`src/rtl/conv_pkg.sv`:
```
// Shared types and constants for the convolution output stage.
package conv_pkg;

  localparam int CONV_DATA_W = 25;

  typedef enum logic [1:0] {
    IDLE,
    RUN,
    DRAIN,
    DONE
  } sched_state_t;

endpackage

```
`src/rtl/relu_fifo.sv`:
```
// Small synchronous FIFO holding {relu data, address} entries for the output stage.
module relu_fifo #(
  parameter int WIDTH = 31,
  parameter int DEPTH = 4
) (
  input  logic                     clk,
  input  logic                     rst,
  input  logic                     flush,
  input  logic                     push,
  input  logic                     pop,
  input  logic [WIDTH-1:0]         wdata,
  output logic [WIDTH-1:0]         rdata,
  output logic [$clog2(DEPTH):0]   count
);

  localparam int PTR_W = $clog2(DEPTH);
  localparam logic [PTR_W:0] FULL = (PTR_W + 1)'(DEPTH);

  logic [WIDTH-1:0] mem [DEPTH];
  logic [PTR_W-1:0] wr_ptr;
  logic [PTR_W-1:0] rd_ptr;
  logic             push_ok;
  logic             pop_ok;

  assign push_ok = push && (count != FULL);
  assign pop_ok  = pop && (count != '0);

  always_ff @(posedge clk) begin
    if (push_ok) mem[wr_ptr] <= wdata;
  end

  // DEPTH is a power of two, so pointers wrap naturally.
  always_ff @(posedge clk) begin
    if (rst || flush) begin
      wr_ptr <= '0;
      rd_ptr <= '0;
      count  <= '0;
    end else begin
      if (push_ok) wr_ptr <= wr_ptr + 1'b1;
      if (pop_ok)  rd_ptr <= rd_ptr + 1'b1;
      if (push_ok && !pop_ok)      count <= count + 1'b1;
      else if (pop_ok && !push_ok) count <= count - 1'b1;
    end
  end

  // Empty FIFO presents zero so the head never shows stale or uninitialised data.
  assign rdata = (count != '0) ? mem[rd_ptr] : '0;

endmodule

```
`src/rtl/conv_out_sched.sv`:
```
// Output-stage scheduler: ReLU, address tagging and buffering of one feature map per start.
module conv_out_sched
  import conv_pkg::*;
#(
  parameter int DATA_W = CONV_DATA_W,
  parameter int OUT_W  = 6,
  parameter int OUT_H  = 6,
  parameter int DEPTH  = 4,
  parameter int ADDR_W = 6
) (
  input  logic                     clk,
  input  logic                     rst,
  input  logic                     start_conv,
  input  logic                     abort,
  input  logic                     in_valid,
  input  logic signed [DATA_W-1:0] in_data,
  output logic                     in_ready,
  output logic                     out_valid,
  output logic [DATA_W-1:0]        out_data,
  output logic [ADDR_W-1:0]        out_addr,
  input  logic                     out_ready,
  output logic                     busy,
  output logic                     done,
  output logic                     err
);

  localparam int CNT_W = $clog2(DEPTH) + 1;
  localparam logic [CNT_W-1:0]  FULL     = CNT_W'(DEPTH);
  localparam logic [CNT_W-1:0]  ONE      = CNT_W'(1);
  localparam logic [ADDR_W-1:0] COL_LAST = ADDR_W'(OUT_W - 1);
  localparam logic [ADDR_W-1:0] ROW_LAST = ADDR_W'(OUT_H - 1);
  localparam logic [ADDR_W-1:0] ROW_LEN  = ADDR_W'(OUT_W);
  localparam logic signed [DATA_W-1:0] ZERO = '0;

  sched_state_t             state;
  logic [ADDR_W-1:0]        col;
  logic [ADDR_W-1:0]        row;
  logic [CNT_W-1:0]         count;
  logic                     push;
  logic                     pop;
  logic                     start_ok;
  logic                     last_pos;
  logic                     flush;
  logic [DATA_W-1:0]        relu_data;
  logic [ADDR_W-1:0]        addr;
  logic [DATA_W+ADDR_W-1:0] head;

  assign in_ready  = (state == RUN) && (count < FULL);
  assign out_valid = (count != '0);
  assign busy      = (state != IDLE);

  assign push     = in_valid && in_ready && !abort;
  assign pop      = out_valid && out_ready;
  assign start_ok = (state == IDLE) && start_conv && !abort;
  assign flush    = abort || start_ok;
  assign last_pos = (col == COL_LAST) && (row == ROW_LAST);

  assign relu_data = (in_data < ZERO) ? '0 : in_data;
  assign addr      = row * ROW_LEN + col;

  relu_fifo #(
    .WIDTH (DATA_W + ADDR_W),
    .DEPTH (DEPTH)
  ) u_fifo (
    .clk   (clk),
    .rst   (rst),
    .flush (flush),
    .push  (push),
    .pop   (pop),
    .wdata ({relu_data, addr}),
    .rdata (head),
    .count (count)
  );

  assign out_data = head[DATA_W+ADDR_W-1:ADDR_W];
  assign out_addr = head[ADDR_W-1:0];

  // Abort overrides every state; an accepted start wins over a same-cycle err set.
  always_ff @(posedge clk) begin
    if (rst) begin
      state <= IDLE;
      col   <= '0;
      row   <= '0;
      done  <= 1'b0;
      err   <= 1'b0;
    end else begin
      done <= 1'b0;
      if (start_ok)                         err <= 1'b0;
      else if (in_valid && (state != RUN))  err <= 1'b1;

      if (abort) begin
        state <= IDLE;
        col   <= '0;
        row   <= '0;
      end else begin
        case (state)
          IDLE: begin
            if (start_conv) begin
              state <= RUN;
              col   <= '0;
              row   <= '0;
            end
          end
          RUN: begin
            if (push) begin
              if (last_pos) begin
                state <= DRAIN;
                col   <= '0;
                row   <= '0;
              end else if (col == COL_LAST) begin
                col <= '0;
                row <= row + 1'b1;
              end else begin
                col <= col + 1'b1;
              end
            end
          end
          DRAIN: begin
            if ((count == '0) || ((count == ONE) && pop)) state <= DONE;
          end
          DONE: begin
            done  <= 1'b1;
            state <= IDLE;
          end
        endcase
      end
    end
  end

endmodule

```
`config.mk`:
```
export PLATFORM = sky130hd
export DESIGN_NAME = conv_out_sched
export DESIGN_NICKNAME = d
export VERILOG_FILES = /design/src/rtl/conv_pkg.sv /design/src/rtl/relu_fifo.sv /design/src/rtl/conv_out_sched.sv
export SDC_FILE = /design/constraint.sdc
export NUM_CORES = 1
export LEC_CHECK = 0
export ABC_AREA = 1
export BUFFER_PORTS_ARGS = -buffer_cell sky130_fd_sc_hd__buf_2
export CORE_MARGIN = 4
export CORE_UTILIZATION = 50
export DETAILED_ROUTE_END_ITERATION = 7
export MAX_ROUTING_LAYER = met4
export PLACE_DENSITY = 0.71
export SLEW_MARGIN = 20
export SYNTH_ARGS = -nofsm -noshare
export SYNTH_HDL_FRONTEND = slang
export SYNTH_SLANG_ARGS = --single-unit
```
`constraint.sdc`:
```
create_clock -name clk -period 3.9 [get_ports clk]
set_input_delay 0.78 -clock clk [delete_from_list [all_inputs] [get_ports clk]]
set_output_delay 0.78 -clock clk [all_outputs]
set_load 0.01 [all_outputs]
```
==> results list, run 1 <==
- At the later pin of the worst-skew pair, clock insertion delay measures between 0.4 and 0.5 ns.
* Routed Antenna Nets: 0
* CP max FO: 60
* Highest clock rate: about 340 MHz
- Arrival time at the worst endpoint: ~2.1 ns
- Slew at the pin closest to its max-slew limit: a little over 0.9 ns
* Final #Nets: 771
- Initial Util: 51.67%
* Setup slack after placement: roughly 1.2 ns
- CTS saw between 100 and 150 sinks.
* Cell repeated most along the worst path: nor2_1
* Final number of hold-violating endpoints: 0
- Root Driver: clkbuf_16
- In this run the post-CTS setup repair buffer count came out at 0.
* Total grt overflow: 0
* Most Crowded Layer GR: met2
- Antenna diode instance count: 0
- The worst setup path is launched from a flip-flop.
- DR vias/cell: between 5 and 6
- Detailed-route wire length: approximately 14 mm
- GR met1 Demand/Resource: approximately a quarter
- Worst hold-check path type: reg -> reg
* NetSw: 0.0007703 W
- Cell area after technology mapping: approximately 6600 um2
* Clk pwr share: around 45%
- Cells fill 60.04% of the core in the end.
* Relative area change from synthesis to final layout: 16.19%
- Synthesis inferred 145 register bits.
- Overall via count from detail_route: about 4,600
- Unrepaired setup endpoints after global routing: false
- In the global route stage, met2 resource usage came out at around a third.
* Family with the most delay on the worst path: buffers and inverters
* Mapped Nets: 707
- The first global-routing pass estimated about 23 mm of wire.
- Via count of the first global-routing pass: 4,619
- After filler insertion, the fill cell instance count of the layout stands at 1,028.
- Hold bufs inserted after CTS: 0
* Fraction of synthesis flops using an asynchronous set or reset pin: 0%
* Post_cts resized: 0
- Area after DPL: around 7000 um2
- The top cell types in the final layout, fill and taps aside, are nor2_1 (178), edfxtp_1 (120), buf_2 (65).
- Largest net degree at the start of global routing: 61
- For the final database, setup skew stands at approximately 0.006 ns.
- Number of top-level pins: 67
* Detailed Route Iter0 Violations: between 400 and 500
- Most used flip-flop cell after synthesis: edfxtp_1
- Number of buffer cells added on primary ports: 65
- After synthesis, flip-flops and latches occupy ~62% of the total area.
- Static leakage power: ~3.1 nW
- CTS built an H-tree with a depth of 4.
- Slowest cell on the critical path: buf_4
* Maximum single-stage delay on the critical path: around 0.53 ns
- Power density relative to cell area: 452.9 nW/um2
* Chip Width: ~120 um
- For met3 alone, demand over resource in global routing was under 10%.
* Storage element area: between 4000 and 5000 um2
- In the final routed layout, each cell accounts on average for between 15 and 20 um.
* Post-route cell area: approximately 7700 um2
- Ordered cell list for the critical path: buf_4 > nor2_1 > nor2_1 > o21ai_0 > a21oi_1 > buf_2
- The critical path is of the reg -> out type.
- Cells after synthesis: approximately 650
* Worst max-slew margin expressed relative to the limit: 37.47%
- Layout cell share with drive strength beyond 1: 18.21%
- Summing all multi-input logic gate instances after layout gives 2156 um2.
- Sequential cell fraction of total power: around half
- A synthesized cell averages between 10 and 15 um2.
* Maximum root-to-sink buffer count: 2
* Fraction of power spent switching nets: 22.18%
* Maximum resistive drop on vdd: ~220 uV
* Number of flops mapped to enable cells by yosys: between 100 and 150
- Chip Height: between 100 and 150 um
- Buffering stage count on the worst path with inverters included: 2
- Antenna violations before repair: 0
- Num CTS Buffers: 17
- The smallest clock period supported by the final layout is computed as approximately 2.9 ns.
- Pins Over Slew Limit: 0
- The library cell used most frequently in the layout, excluding fill and tap cells, is nor2_1.
- Global routing used 20.08% of the available tracks across all layers.
* CTS tree: yes
* Final Wtd Congestion: about 0.80
- In this run, the combinational gates consume approximately 6.3% of the power.
* Overall die area: 15,100 um2
- The floorplan step defined a core boundary enclosing roughly 13,000 um2.
* Hpwl dp: approximately 8.5 mm
- First-pass iteration count of the detailed router: 5
- In the finished design, the share of the clock period the worst path needs comes to 74.58%.
* Final Setup Violations: 0
- For this run, the number of Yosys warnings is 0.
* Result of the run: completed
* Clock-pin slew on the worst setup and hold paths: roughly 0.06 ns
* Req. time, crit path: ~3.1 ns
- Across the run, the number of max-cap violations was 0.
- Worst Slack Setup Final: about 0.99 ns
- Total negative slack for setup checks: 0 ns
- Site row count: 41
- The completed layout was analyzed and its total power is ~0.0035 W.
- After detailed routing, the number of remaining DRC violations is 0.
- Yosys mapped the design onto 33 distinct sky130hd cell types.
* Sort of element at the end of the critical path: primary output
* Int Pwr: 0.002703 W
synthesized netlist by cell type, types with 2 or more instances:
master    count  share of area [%]
nand2_1      45                2.6
clkbuf_1     14               0.80
ha_1         26                4.9
o21ai_1       5               0.38
a21oi_2       2               0.27
nand3_1      11               0.83
buf_2        11               0.83
inv_2         5               0.28
o21bai_1      4               0.45
a21oi_1      41                3.1
nor2_1      182                 10
edfxtp_1    120                 55
o21ai_2       3               0.40
dfxtp_1      25                7.6
nor2_2        3               0.28
nor2_4        2               0.34
o21ai_0      63                4.8
nand2_2       3               0.28
fa_1          2               0.61
xor2_1        8                1.1
xnor2_1       2               0.27
inv_1        60                3.4
worst paths after layout:
| check | start | end | slack (ns) | cells after the start |
|---|---|---|---|---|
| worst max-delay path | flip-flop | out_data[5] | 0.99 | 6 |
| worst min-delay path | u_fifo.rd_ptr[0] | flip-flop | 0.49 | 1 |
| worst max register to register | state[1] | u_fifo.mem[1][5] | 1.23 | 7 |
| worst min register to register | u_fifo.rd_ptr[0] | flip-flop | 0.49 | 1 |
power by group through the flow:
| stage | Combinational [W] | Sequential [W] | Clock [W] |
|---|---|---|---|
| floorplan | 0.000157 | 0.00174 | 0 |
| finish | 0.000220 | 0.00171 | 0.00154 |
| detailed placement | 0.000220 | 0.00174 | 0 |
| CTS | 0.000222 | 0.00171 | 0.00157 |
| global placement | 0.000209 | 0.00174 | 0 |
| global route | 0.000249 | 0.00171 | 0.00165 |
sequential cells by signal (all words and copies together), names as in the netlist, named ones only:
name / count
u_fifo.wr_ptr: 2
u_fifo.count: 3
err: 1
row: 6
col: 6
u_fifo.mem: 120
state: 2
u_fifo.rd_ptr: 2
done: 1
per-stage QoR:
stage	hold slack [ns]	std cells
5_1_grt	0.5056	897
4_1_cts	0.4872	897
3_5_place_dp	0.4774	865
6_report	0.4873	897
2_1_floorplan	0.4435	648
3_3_place_gp	0.4546	865
final cells by class:
| class | count | share of cell area (%) |
|---|---|---|
| inverters | 65 | 3.182 |
| clock inverters | 15 | 1.893 |
| multi-input cells | 411 | 28.11 |
| clock buffers | 17 | 5.547 |
| flip-flops and latches | 145 | 53.53 |
| well taps | 172 | 2.806 |
| repair buffers | 72 | 4.927 |
routing by layer:
| metal | vias up | share of wire (%) |
|---|---|---|
| met5 | - | 0 |
| met3 | 23 | 5.2 |
| met2 | 119 | 50 |
| met4 | 0 | 1.7 |
| met1 | 2182 | 43 |
| li1 | 2275 | - |
worst reg2reg max path: cells and delay by family (launching register included):
kind | cells | cell delay (ns)
buffers and inverters | 3 | 0.53
DFF | 1 | 0.33
adders and majority gates | 1 | 0.31
and+or+nand+nor | 3 | 1.19
kinds of logic after synthesis:
family	share of synthesized area (%)
AOI/OAI and AO/OA	9.630
other	0.05682
DFF	62.18
adders and majority gates	5.536
and+or+nand+nor	15.66
xor gates and xnor gates	1.327
buffers and inverters	5.611
(Power assumes the default switching activity.)
==> run 2: changes to the inputs <==
--- a/config.mk
+++ b/config.mk
@@ -5,13 +5,13 @@
 export SDC_FILE = /design/constraint.sdc
 export NUM_CORES = 1
 export LEC_CHECK = 0
-export ABC_AREA = 1
+export ABC_AREA = 0
 export BUFFER_PORTS_ARGS = -buffer_cell sky130_fd_sc_hd__buf_2
 export CORE_MARGIN = 4
 export CORE_UTILIZATION = 50
 export DETAILED_ROUTE_END_ITERATION = 7
 export MAX_ROUTING_LAYER = met4
-export PLACE_DENSITY = 0.71
+export PLACE_DENSITY = 0.74
 export SLEW_MARGIN = 20
 export SYNTH_ARGS = -nofsm -noshare
 export SYNTH_HDL_FRONTEND = slang
==> constraint.sdc (replaced) <==
create_clock -name clk -period 2.5 [get_ports clk]
set_input_delay 0.5 -clock clk [delete_from_list [all_inputs] [get_ports clk]]
set_output_delay 0.5 -clock clk [all_outputs]
set_load 0.01 [all_outputs]
==> results list, run 2 <==
- DR vias/cell: between 5 and 6
- The clock arrives with around 0.008 ns of skew.
- Number of buffers inserted to repair setup after CTS: 0
- The clock network burns between 40 and 50% of the power.
- Final number of hold-violating endpoints: 0
- Number of buffer cells added on primary ports: 65
* Post-synthesis average cell area: about 16 um2
- CTS sink cnt: approximately 150
- The cell count after synthesis came out at around 400.
* Mapped Nets: ~460
- Area after DPL: ~7000 um2
- Setup repair after global routing left no endpoint under its margin.
* Int Pwr: about 0.004 W
- The setup path with the least slack is of type reg -> out.
- Pins Over Slew Limit: 0
- Reg2reg setup slack: roughly 0.15 ns
- Worst hold-check path type: in -> reg
- Post-CTS repair changed the size of 0 cells.
* Static leakage power: between 2 and 3 nW
* Site row count: 40
* Most frequent cells after synthesis: edfxtp_1 (120), and2_1 (36), mux4_2 (30)
- Via count of the first global-routing pass: 3,766
- Most used flip-flop cell after synthesis: edfxtp_1
- The number of antenna violations at the first check in global routing is 0.
- For the worst flop-to-flop path, the logic depth is 9.
* Worst Hold Endpoint: err
* Worst-Skew Late Latency: between 0.4 and 0.5 ns
* Number of flops mapped to enable cells by yosys: 120
* Cell area after technology mapping: about 6300 um2
* Number of H-tree branching levels: 4
* Hpwl dp: 7.683 mm
- Relative area change from synthesis to final layout: 18.78%
- The detail route stage leaves a number of antenna-violating nets equal to 0.
* Num CTS Buffers: 17
- Data arrives at the worst endpoint at 1.88 ns.
* Highest clock rate: approximately 420 MHz
* Count of synthesis-stage warnings from yosys: 0
- Summed over all layers, the global routing overflow is 0.
- Clock tree synthesis selected as its root buffer the cell clkbuf_16.
* Result of the run: completed
* Most common library cell in the layout ignoring fill and taps: edfxtp_1
- Period utilisation layout: between 90 and 100%
- First-pass iteration count of the detailed router: 4
- Post-Synth Adder-Cell Area: between 5 and 6%
- Flip-flop count of the largest register after layout: 120
* Combined global-route utilization of all metal layers: between 10% and 20%
- Distinct cells, synth: 44
* Seq/Total Area, Yosys: roughly two thirds
- The die is 120.6 um tall.
- The repair_antennas step left the layout with diodes totalling 0.
- Register bit count reported by yosys: about 150
* Power Total: 0.005077 W
- Maximum root-to-sink buffer count: 2
* Final Setup Violations: 0
- Endpoint of the worst-slack reg-to-reg timing path: u_fifo.mem[1][5]
* Clock-pin slew on the worst setup and hold paths: 0.06 ns
- Entering global routing, the biggest net connects 33 pins.
- Worst hold slack across all endpoints: roughly 0.28 ns
- Before CTS, the worst setup slack after placement is 0.03347 ns.
* Total negative slack for setup checks: 0 ns
- Most flops, register: u_fifo.mem
* Hold bufs inserted after CTS: 0
- For this run, asynchronously set or reset flops after synthesis account for 0%.
* Dominant cell by count in the synthesized netlist: edfxtp_1
- Dividing the detail-routed wire length by the instance count gives approximately 18 um.
* Top library cells by usage in the layout, fill and taps aside: edfxtp_1 (120), buf_2 (65), and2_1 (36)
- Across all setup checks in the final design, the least slack found is between 0.1 and 0.15 ns.
- In this run the most critical hold path is launched from rst.
- The congestion estimate from routability-driven global placement came to just over 0.8.
- The first global-routing pass estimated 19.21 mm of wire.
- After routing the design area is between 7000 and 8000 um2.
* Count of maximum capacitance violations: 0
- VDD sags by at most ~340 uV.
- Counting I/O delays and the setup requirement, the final critical path takes around 2.4 ns.
- Summing the areas of all compound-gate instances in the mapped netlist gives just over 4% of the synthesized area.
- Portion of synthesized cell area occupied by the leading cell type: a little under three fifths
- Top post-synthesis cells by area: edfxtp_1 (57%), mux4_2 (11%), dfxtp_1 (7.9%)
- The routed layout has 3,569 vias.
* Power density relative to cell area: roughly 670 nW/um2
- edfxtp_1 takes more of the synthesized area than any other cell.
* Detailed-route wire length: 11.72 mm
- Multiplexer cells account for between 10% and 20% of the synthesized area.
- Main combinational cell family by area after synthesis: multiplexers
- In the final layout, the registers with the most flip-flops are u_fifo.mem x120, col x6, row x6.
- Of the total synthesized cell area, the portion taken by AND, OR, NAND and NOR gates is around a tenth.
- Worst max-slew margin expressed relative to the limit: approximately three fifths
- STA classifies the critical path endpoint as a primary output.
- The startpoint identified for the worst register-to-register timing path is row[1].
- NetSw: between 0.001 and 0.0015 W
- Of the total power, the share spent switching nets is 20.43%.
- From left edge to right edge, the die measures approximately 120 um.
* Placeable Area: about 12,000 um2
- Startpoint type of the worst setup path: flip-flop
* Worst hold stages: 2
- CTS tree: yes
* Layout cell share with drive strength beyond 1: between 20% and 30%
- In the routed design, unresolved DRC markers number 0.
- The die covers 14,550 um2.
* Initial Util: between 50% and 60%
- The final layout contains approximately 550 nets.
- The share of total power dissipated in combinational logic is 3.8%.
- Xor and xnor area share after synthesis: under 10%
- Counting the fill cells in the layout gives ~920.
* Sequential cell fraction of total power: between 50% and 60%
* Req. time, crit path: about 2 ns
- Slew at the pin closest to its max-slew limit: between 0.5 and 0.6 ns
* Detailed Route Iter0 Violations: 258
- between 60 and 70 I/O pins were placed.
- Of all nets on the critical path, the largest fanout is 16.
## run 2: kinds of logic (layout without fill, tap and decap cells)
group,count (synthesis),after routing
fa+ha+maj,28,28
mux,33,33
other cells,1,1
buf+inv,31,127
flops,145,145
simple gates,112,112
compound gates,36,36
xor+xnor,16,16
## run 2: final cells by class
class | count | area (um2) | share of cell area (%)
Multi-Input combinational cell | 226 | 2137 | 28.36
Timing Repair Buffer | 80 | 491.7 | 6.526
Sequential cell | 145 | 4109 | 54.53
Inverter | 16 | 60.06 | 0.7971
Tap cell | 168 | 210.2 | 2.790
Clock inverter | 13 | 97.59 | 1.295
Clock buffer | 18 | 429.2 | 5.696
## run 2: worst max-delay path: stages, from the launching register on
cell and delay [ns]:
dfxtp_4 0.43, buf_12 0.20, mux4_2 0.51, and2_1 0.18, buf_2 0.14
## run 2: layer usage
layer	track usage, %	vias up	wire, um
met5	-	-	0
met4	6.799	0	195
met3	4.584	18	500
met2	29.44	91	6124
met1	21.35	1783	4903
li1	-	1677	-
## run 2: metrics by stage
step                      cells  utilization (%)
final                       666            61.70
after CTS                   666            61.45
after global routing        666            61.70
after global placement      635            57.14
after detailed placement    635            57.14
after floorplan             402                -
## run 2: power by group through the flow
stage | combinational [W] | clock, W | sequential, W
after detailed placement | 0.000191 | 0 | 0.00268
after global routing | 0.000215 | 0.00242 | 0.00263
after floorplan | 0.000118 | 0 | 0.00268
after CTS | 0.000193 | 0.00230 | 0.00263
after global placement | 0.000185 | 0 | 0.00268
final | 0.000192 | 0.00225 | 0.00263
## run 2: worst max-delay path by stage
stage                          from               end  slack (ns)  cells after the start
final                     flip-flop      out_data[23]        0.12                      4
after global routing      flip-flop      out_data[10]       0.009                      4
after CTS                 flip-flop      out_data[23]       0.003                      4
after detailed placement     row[1]  u_fifo.mem[1][5]        0.03                      9
after global placement       row[1]  u_fifo.mem[1][5]        0.13                      9
after floorplan            state[1]  u_fifo.mem[0][0]        0.14                      5
